$ cat config.mk
export PLATFORM = sky130hd
export DESIGN_NAME = pipeline_hazard_ctrl
export DESIGN_NICKNAME = d
export VERILOG_FILES = /design/src/rtl/pipeline_hazard_ctrl_pkg.sv /design/src/rtl/pipeline_hazard_ctrl_scoreboard.sv /design/src/rtl/pipeline_hazard_ctrl.sv
export SDC_FILE = /design/constraint.sdc
export NUM_CORES = 1
export LEC_CHECK = 0
export BUFFER_PORTS_ARGS = -buffer_cell sky130_fd_sc_hd__buf_2
export CAP_MARGIN = 5
export CORE_UTILIZATION = 55
export DETAILED_ROUTE_END_ITERATION = 7
export PLACE_DENSITY = 0.8
export SLEW_MARGIN = 10
export SYNTH_ARGS = -nofsm -noshare
export SYNTH_HDL_FRONTEND = slang
export SYNTH_SLANG_ARGS = --single-unit
$ cat constraint.sdc
create_clock -name clk -period 3.45 [get_ports clk]
set_input_delay 0.69 -clock clk [delete_from_list [all_inputs] [get_ports clk]]
set_output_delay 0.69 -clock clk [all_outputs]
set_load 0.03 [all_outputs]
$ cat src/rtl/pipeline_hazard_ctrl_pkg.sv
// Shared constants for the pipeline hazard/flush controller.
// Register-file geometry, default write-back latency, canonical NOP.
package pipeline_hazard_ctrl_pkg;
  localparam int          REG_ADDR_W = 5;
  localparam int          NUM_REGS   = 32;
  localparam int          WB_LAT_DEF = 3;
  localparam logic [31:0] NOP_INST   = 32'h00000013;
endpackage

$ cat src/rtl/pipeline_hazard_ctrl_scoreboard.sv
// hazard_scoreboard: per-register pending-write down-counters.
// Ports: i_clk, i_rst_n (sync, low), i_set/i_set_addr (issue of a
// write), o_pend_mask (registered, bit r = x r still pending).
module hazard_scoreboard
  import pipeline_hazard_ctrl_pkg::*;
#(
  parameter int WB_LAT = WB_LAT_DEF
) (
  input  logic                  i_clk,
  input  logic                  i_rst_n,
  input  logic                  i_set,
  input  logic [REG_ADDR_W-1:0] i_set_addr,
  output logic [NUM_REGS-1:0]   o_pend_mask
);
  localparam int PW = $clog2(WB_LAT + 1);
  localparam logic [PW-1:0] LOAD = PW'(WB_LAT);

  logic [PW-1:0]       r_pend [NUM_REGS];
  logic [PW-1:0]       w_pend_nxt [NUM_REGS];
  logic [NUM_REGS-1:0] r_mask;
  logic [NUM_REGS-1:0] w_mask_nxt;

  // x0 never tracks; a fresh issue wins over the decrement.
  always_comb begin
    w_mask_nxt = '0;
    for (int r = 0; r < NUM_REGS; r++) begin
      w_pend_nxt[r] = '0;
    end
    for (int r = 1; r < NUM_REGS; r++) begin
      if (i_set && i_set_addr == REG_ADDR_W'(r)) begin
        w_pend_nxt[r] = LOAD;
      end else if (r_pend[r] != '0) begin
        w_pend_nxt[r] = r_pend[r] - 1'b1;
      end
      w_mask_nxt[r] = (w_pend_nxt[r] != '0);
    end
  end

  always_ff @(posedge i_clk) begin
    if (!i_rst_n) begin
      for (int r = 0; r < NUM_REGS; r++) begin
        r_pend[r] <= '0;
      end
      r_mask <= '0;
    end else begin
      r_pend <= w_pend_nxt;
      r_mask <= w_mask_nxt;
    end
  end

  assign o_pend_mask = r_mask;
endmodule

$ cat src/rtl/pipeline_hazard_ctrl.sv
// Pipeline hazard/flush controller: RAW stall via scoreboard, flush on
// taken jump/branch, saturating stall/flush performance counters.
// Ports: clk, reset (sync, low); ID operand/dest info; ex_jump_flag;
// stall, id_ex_bubble, if_id_flush, pend_mask, stall_count, flush_count.
module pipeline_hazard_ctrl
  import pipeline_hazard_ctrl_pkg::*;
#(
  parameter int WB_LAT = WB_LAT_DEF,
  parameter int CNT_W  = 32
) (
  input  logic                  clk,
  input  logic                  reset,
  input  logic                  id_valid,
  input  logic [REG_ADDR_W-1:0] id_rs1_addr,
  input  logic                  id_rs1_used,
  input  logic [REG_ADDR_W-1:0] id_rs2_addr,
  input  logic                  id_rs2_used,
  input  logic [REG_ADDR_W-1:0] id_rd_addr,
  input  logic                  id_rf_wen,
  input  logic                  ex_jump_flag,
  output logic                  stall,
  output logic                  id_ex_bubble,
  output logic                  if_id_flush,
  output logic [NUM_REGS-1:0]   pend_mask,
  output logic [CNT_W-1:0]      stall_count,
  output logic [CNT_W-1:0]      flush_count
);
  logic [NUM_REGS-1:0] w_mask;
  logic                w_rs1_haz;
  logic                w_rs2_haz;
  logic                w_raw;
  logic                w_flush_sel;
  logic                w_stall_sel;
  logic                w_stall;
  logic                w_bubble;
  logic                w_flush;
  logic                w_issue;
  logic [CNT_W-1:0]    r_stall_cnt;
  logic [CNT_W-1:0]    r_flush_cnt;

  hazard_scoreboard #(
    .WB_LAT(WB_LAT)
  ) u_sb (
    .i_clk      (clk),
    .i_rst_n    (reset),
    .i_set      (w_issue & id_rf_wen),
    .i_set_addr (id_rd_addr),
    .o_pend_mask(w_mask)
  );

  assign w_rs1_haz = id_rs1_used
                   & (id_rs1_addr != '0)
                   & w_mask[id_rs1_addr];
  assign w_rs2_haz = id_rs2_used
                   & (id_rs2_addr != '0)
                   & w_mask[id_rs2_addr];
  assign w_raw = id_valid & (w_rs1_haz | w_rs2_haz);

  // Selects made disjoint so flush outranks stall.
  assign w_flush_sel = reset & ex_jump_flag;
  assign w_stall_sel = reset & ~ex_jump_flag & w_raw;

  always_comb begin
    w_stall  = 1'b0;
    w_bubble = 1'b0;
    w_flush  = 1'b0;
    unique case (1'b1)
      w_flush_sel: begin
        w_flush  = 1'b1;
        w_bubble = 1'b1;
      end
      w_stall_sel: begin
        w_stall  = 1'b1;
        w_bubble = 1'b1;
      end
      default: ;
    endcase
  end

  assign w_issue = id_valid & ~w_stall & ~ex_jump_flag;

  always_ff @(posedge clk) begin
    if (!reset) begin
      r_stall_cnt <= '0;
      r_flush_cnt <= '0;
    end else begin
      if (w_stall && !(&r_stall_cnt)) begin
        r_stall_cnt <= r_stall_cnt + 1'b1;
      end
      if (w_flush && !(&r_flush_cnt)) begin
        r_flush_cnt <= r_flush_cnt + 1'b1;
      end
    end
  end

  assign stall        = w_stall;
  assign id_ex_bubble = w_bubble;
  assign if_id_flush  = w_flush;
  assign pend_mask    = w_mask;
  assign stall_count  = r_stall_cnt;
  assign flush_count  = r_flush_cnt;
endmodule

* Word-level counts from Yosys, hierarchy flattened
Cells that the tools add are included.
Operators by class: reductions and logical operators 102, div/mod/pow operators 0, add/subtract/negate cells 33, order comparisons 2, bitwise logic cells 14, shifts and indexed selects 0, multiplexer cells 69, multipliers 0, eq/ne operators 31
Operators with widths (count):
- two-way mux 2 bit | 62
- nonzero test 2 bit | 62
- equality test 5 bit (second input constant) | 16
- adder 32 x 1 -> 32 bit (second input constant) | 2
- AND reduction 32 bit | 2
- subtractor 2 x 1 -> 2 bit (second input constant) | 31
- equality test 5 x 4 -> 1 bit (second input constant) | 8
- logical AND 1 bit | 33
- equality test 5 x 3 -> 1 bit (second input constant) | 4
- < comparator 5 x 6 -> 1 bit (second input constant) | 2
- bitwise AND 1 bit | 11
- binary-select mux 1 bit (select 5 bit) | 2
- equality test 5 x 2 -> 1 bit (second input constant) | 2
- nonzero test 5 bit | 2
- equality test 5 x 1 -> 1 bit (second input constant) | 1
- two-way mux 1 bit | 5
- logical NOT 1 bit | 2
- NOT 1 bit | 2
- OR reduction 2 bit | 1
- bitwise OR 1 bit | 1
Storage, ports and cells: word-level logic and storage cells 286, register bits 158, ROM bits 0, input port bits 22, bits in writable memories 0, bits in latches 0, memories kept 0, output and inout port bits 99

* Longest topological paths before layout
word-level depth 14, mapped depth 10, depth with buffers taken out 8

* Modules after synthesis
A second synthesis with hierarchy kept.
Unflattened totals: cell total of the unflattened synthesis 725, area total of the unflattened synthesis 6588.8 um^2
By module, submodules not included:
- pipeline_hazard_ctrl | area an instance 3746.1 um^2, sequential area each 1281.2 um^2, cells each 440, times used 1
- hazard_scoreboard | area an instance 2842.7 um^2, sequential area each 1861.8 um^2, cells each 285, times used 1

* Worst setup path before layout
No wires, ideal clock.
path kind input to output, from input port id_rs2_addr[1], to output port id_ex_bubble, arrival 2708 ps, setup slack 52 ps, buffers on the path 2, stages 9, data required time 2760 ps, cell sequence buf_6 mux4_2 and3b_2 a21oi_1 a211oi_4 nor2_4 buf_6 nor2_1 or2_1
On the way: word-level cells in the longest chain between the ends 8, elaborated cells between the ends (all ways) 10, classes of those cells mux (3); bitwise (5); reduce/logical (2)
RTL lines:
- from (decl) | line pipeline_hazard_ctrl.sv:16 | input logic [REG_ADDR_W-1:0] id_rs2_addr,
- binary-select mux 1 bit (select 5 bit) or nonzero test 5 bit (tied branches) | line pipeline_hazard_ctrl.sv:56, pipeline_hazard_ctrl.sv:55
- two-way mux 1 bit (implied by the code) or bitwise AND 1 bit (tied branches) | line pipeline_hazard_ctrl.sv:56, pipeline_hazard_ctrl.sv:55
- bitwise AND 1 bit * | line pipeline_hazard_ctrl.sv:56 | & w_mask[id_rs2_addr];
- bitwise OR 1 bit * | line pipeline_hazard_ctrl.sv:57 | assign w_raw = id_valid & (w_rs1_haz | w_rs2_haz);
- bitwise AND 1 bit * | line pipeline_hazard_ctrl.sv:57
- bitwise AND 1 bit * | line pipeline_hazard_ctrl.sv:61 | assign w_stall_sel = reset & ~ex_jump_flag & w_raw;
- OR reduction 2 bit (no source line) *
- two-way mux 1 bit * | line pipeline_hazard_ctrl.sv:67 | unique case (1'b1)
- to (decl) | line pipeline_hazard_ctrl.sv:22 | output logic id_ex_bubble,
Mark *: on every way between the ends. The rest lies on a longest branch, timed or not. The select of a mux whose other input is x is not followed.

* Worst setup path in the final report
from input port id_rs1_addr[0], to output port id_ex_bubble
On the way: word-level cells in the longest chain between the ends 8, elaborated cells between the ends (all ways) 10, classes of those cells mux (3); bitwise (5); reduce/logical (2)
RTL lines:
- from (decl) | line pipeline_hazard_ctrl.sv:14 | input logic [REG_ADDR_W-1:0] id_rs1_addr,
- binary-select mux 1 bit (select 5 bit) or nonzero test 5 bit (tied branches) | line pipeline_hazard_ctrl.sv:53, pipeline_hazard_ctrl.sv:52
- two-way mux 1 bit (implied by the code) or bitwise AND 1 bit (tied branches) | line pipeline_hazard_ctrl.sv:53, pipeline_hazard_ctrl.sv:52
- bitwise AND 1 bit * | line pipeline_hazard_ctrl.sv:53 | & w_mask[id_rs1_addr];
- bitwise OR 1 bit * | line pipeline_hazard_ctrl.sv:57
- bitwise AND 1 bit * | line pipeline_hazard_ctrl.sv:57
- bitwise AND 1 bit * | line pipeline_hazard_ctrl.sv:61
- OR reduction 2 bit (no source line) *
- two-way mux 1 bit * | line pipeline_hazard_ctrl.sv:67
Marked as above.

==> impl_metrics.ini <==
[outcome]
outcome = finished, violations left
violations = design-rule violations

[setup_path]
worstSetupEndpointType = output port
rrSetupSlack_ns = 0.91
required_ns = 2.76
critical_path_class = in2out
cp-start-kind = input port
cp.arrival_ns = 2.64
cp_max_fo = 7

[clock_tree]
cts_inserted_buffers = 17
path_clk_slew_ns = 0.06
post_cts.repair.setup_buffers = 0
holdBufCountCts = 0
cts_root_buffer = clkbuf_16
cts_sinks = 157
htreeDepth = 4
cts_resized = 0
cts_tree = built
clk_path_buf_depth = 2
clk-insertion-delay-late_ns = 0.42

[global_routing]
grt_max_degree = 79
grt_pass1_wl_mm = 26.5
grt_pass1_vias = 5382
grtUsageTotal = 0.271
antenna_found_initial = 1
grt_overflow = 0

[synthesis]
syn_nets = 736
synthAdderAreaFrac = 0.00382
synthXorXnorAreaFrac = 0.0348
ys_seq_area_frac = 0.480
synth-seq-cells = 157
avgSynthCellArea_um2 = 9.19
synth_top_area_cell = dfxtp_1
synthSimpleGateAreaFrac = 0.214
async_flop_share = 0
syn-cell-area_um2 = 6550
yosysTopAreaCellShare = 0.480
synth_most_common_cell = dfxtp_1
ys_warn_count = 0
synth_top_family_by_area = simple AND/OR/NAND/NOR gates
synth_edf_count = 0
synthTopCellsByArea = dfxtp_1 48%, nand2_1 4.3%, nand3_1 4.3%
ys_types = 61
synth.top_cells.by_count = 157 x dfxtp_1, 75 x nand2_1, 56 x nand3_1, 51 x o21ai_1, 40 x nor2_1
synth_compound_area_frac = 0.153
syn_inst = 712
ys.flop_type = dfxtp_1
synth.area.mux_share = 0.0713

[sta]
fin_skew_ns = 0.00489
rsz0062_at_grt = false
drv_slew = 0
period_share = 0.964
layout_min_cycle_time_ns = 3.33
worst_pin_slew_ns = 0.979
setup_viol = 0
hold_violations = 0
max_freq_mhz = 301
slew_headroom = 0.346
fin_tns_setup_ns = 0
setup_ws_ns = 0.124

[routing]
vias = 5811
dr.pass1.iters = 7
routed_wl_mm = 16.2
drt-initial-drc-count = 507
via_per_inst = 5.96
drc = 18
drtAntennaViolNets = 0
routedWlPerCell_um = 16.6

[power]
pwr_density_cell_nw_per_um2 = 476
intPower_mw = 2.86
p_leak_nw = 3.01
peakVddDrop_mv = 0.449
p_comb_frac = 0.037
seq_power_share = 0.496
p_sw_uw = 820
p_clk_frac = 0.467
switching_share = 0.223

[floorplan]
io_pins = 121
start_util = 0.568
fp-row-count = 39
core_area_um2 = 11500
die_y_um = 111
die_w_um = 111
die-area_um2 = 12300

[cells_and_area]
area_delta_synth_final_pct = 18.1
n_antenna_cell = 0
drive_above_1_share = 0.234
final_cells = 975
fin_nets = 843
multiInputGateArea_um2 = 3130
num-fill-cells = 929
regArea_um2 = 3140
final_util = 0.671

[placement]
io_buffers = 119
dp.cells = 943
place_congestion = 0.910
dp.final_hpwl_mm = 11.8
pre_cts_slack_ns = 0.110

[job]
max-cap-violations = 0

[hold_path]
min_path_type = reg2reg
-- metal layers --
metal | GRT usage | up-vias | part of all wire
met5 | 0 | - | 0.00068
met4 | 0.140 | 2 | 0.031
li1 | - | 2800 | -
met3 | 0.0623 | 41 | 0.053
met2 | 0.460 | 175 | 0.50
met1 | 0.321 | 2793 | 0.42
-- worst max-delay path: stages --
cell      delay (ns)
buf_2           0.21
buf_4           0.16
mux4_2          0.48
nand3_1         0.09
o311ai_1        0.09
a31o_2          0.31
nor2_4          0.10
nor2_1          0.08
or2_1           0.24
buf_2           0.17
-- area by class of cell --
class                   instances  area share
clock buffers                  19      0.0573
flip-flops and latches        157       0.407
clock inverters                13      0.0129
multi-input cells             499       0.405
well taps                     143      0.0231
repair buffers                132      0.0897
inverters                      12     0.00583
-- logic make-up after synthesis --
kind of cell / count (synthesis)
AOI/OAI and AO/OA: 169
DFF: 157
other: 1
buffers and inverters: 56
and+or+nand+nor: 272
adders and majority gates: 2
xor gates and xnor gates: 26
muxes: 29
-- sequential cells by signal (all words and copies together) (netlist names) --
register	flops
u_sb.o_pend_mask	31
u_sb.r_pend	62
flush_count	32
stall_count	32
-- placed cells by master (no fill, tap or decap), drive strengths merged, types with 3 or more instances in the layout --
cell      instances
dfxtp           157
buf             132
o21ai            89
nand2            75
nand3            56
nor2             41
o22ai            32
a21oi            30
or3              28
clkbuf           19
xnor2            15
mux2i            14
mux4             13
inv              12
xor2             11
and3             11
nand4            10
nor3              9
and4              8
clkinv            8
nor2b             5
o2111ai           5
nand2b            4
or4               4
clkinvlp          4
nor4b             3
and2              3
nor4              3
o31ai             3
or2               3
-- power by group through the flow --
stage / combinational (mW) / clock [mW] / sequential [mW]
after global placement: 0.132 / 0 / 1.86
after floorplan: 0.0955 / 0 / 1.87
after detailed placement: 0.136 / 0 / 1.86
after CTS: 0.136 / 1.74 / 1.82
after global routing: 0.148 / 1.82 / 1.82
final: 0.137 / 1.72 / 1.82
-- stage by stage --
stage / cell area [µm²] / total power, mW / hold slack (ns)
6_report: 7730 / 3.68 / 0.434
5_1_grt: 7730 / 3.79 / 0.445
4_1_cts: 7730 / 3.70 / 0.437
3_5_place_dp: 7190 / 2.00 / 0.429
3_3_place_gp: 7190 / 2.00 / 0.417
2_1_floorplan: 6550 / 1.96 / 0.412
-- worst paths after layout --
kind,from,endpoint,cells past startpoint
setup / recovery,id_rs1_addr[0],id_ex_bubble,10
hold / removal,u_sb.r_pend[56],u_sb.r_pend[56],1
setup reg to reg,stall_count[7],stall_count[19],8
hold reg to reg,u_sb.r_pend[56],u_sb.r_pend[56],1
(Power assumes the default switching activity.)
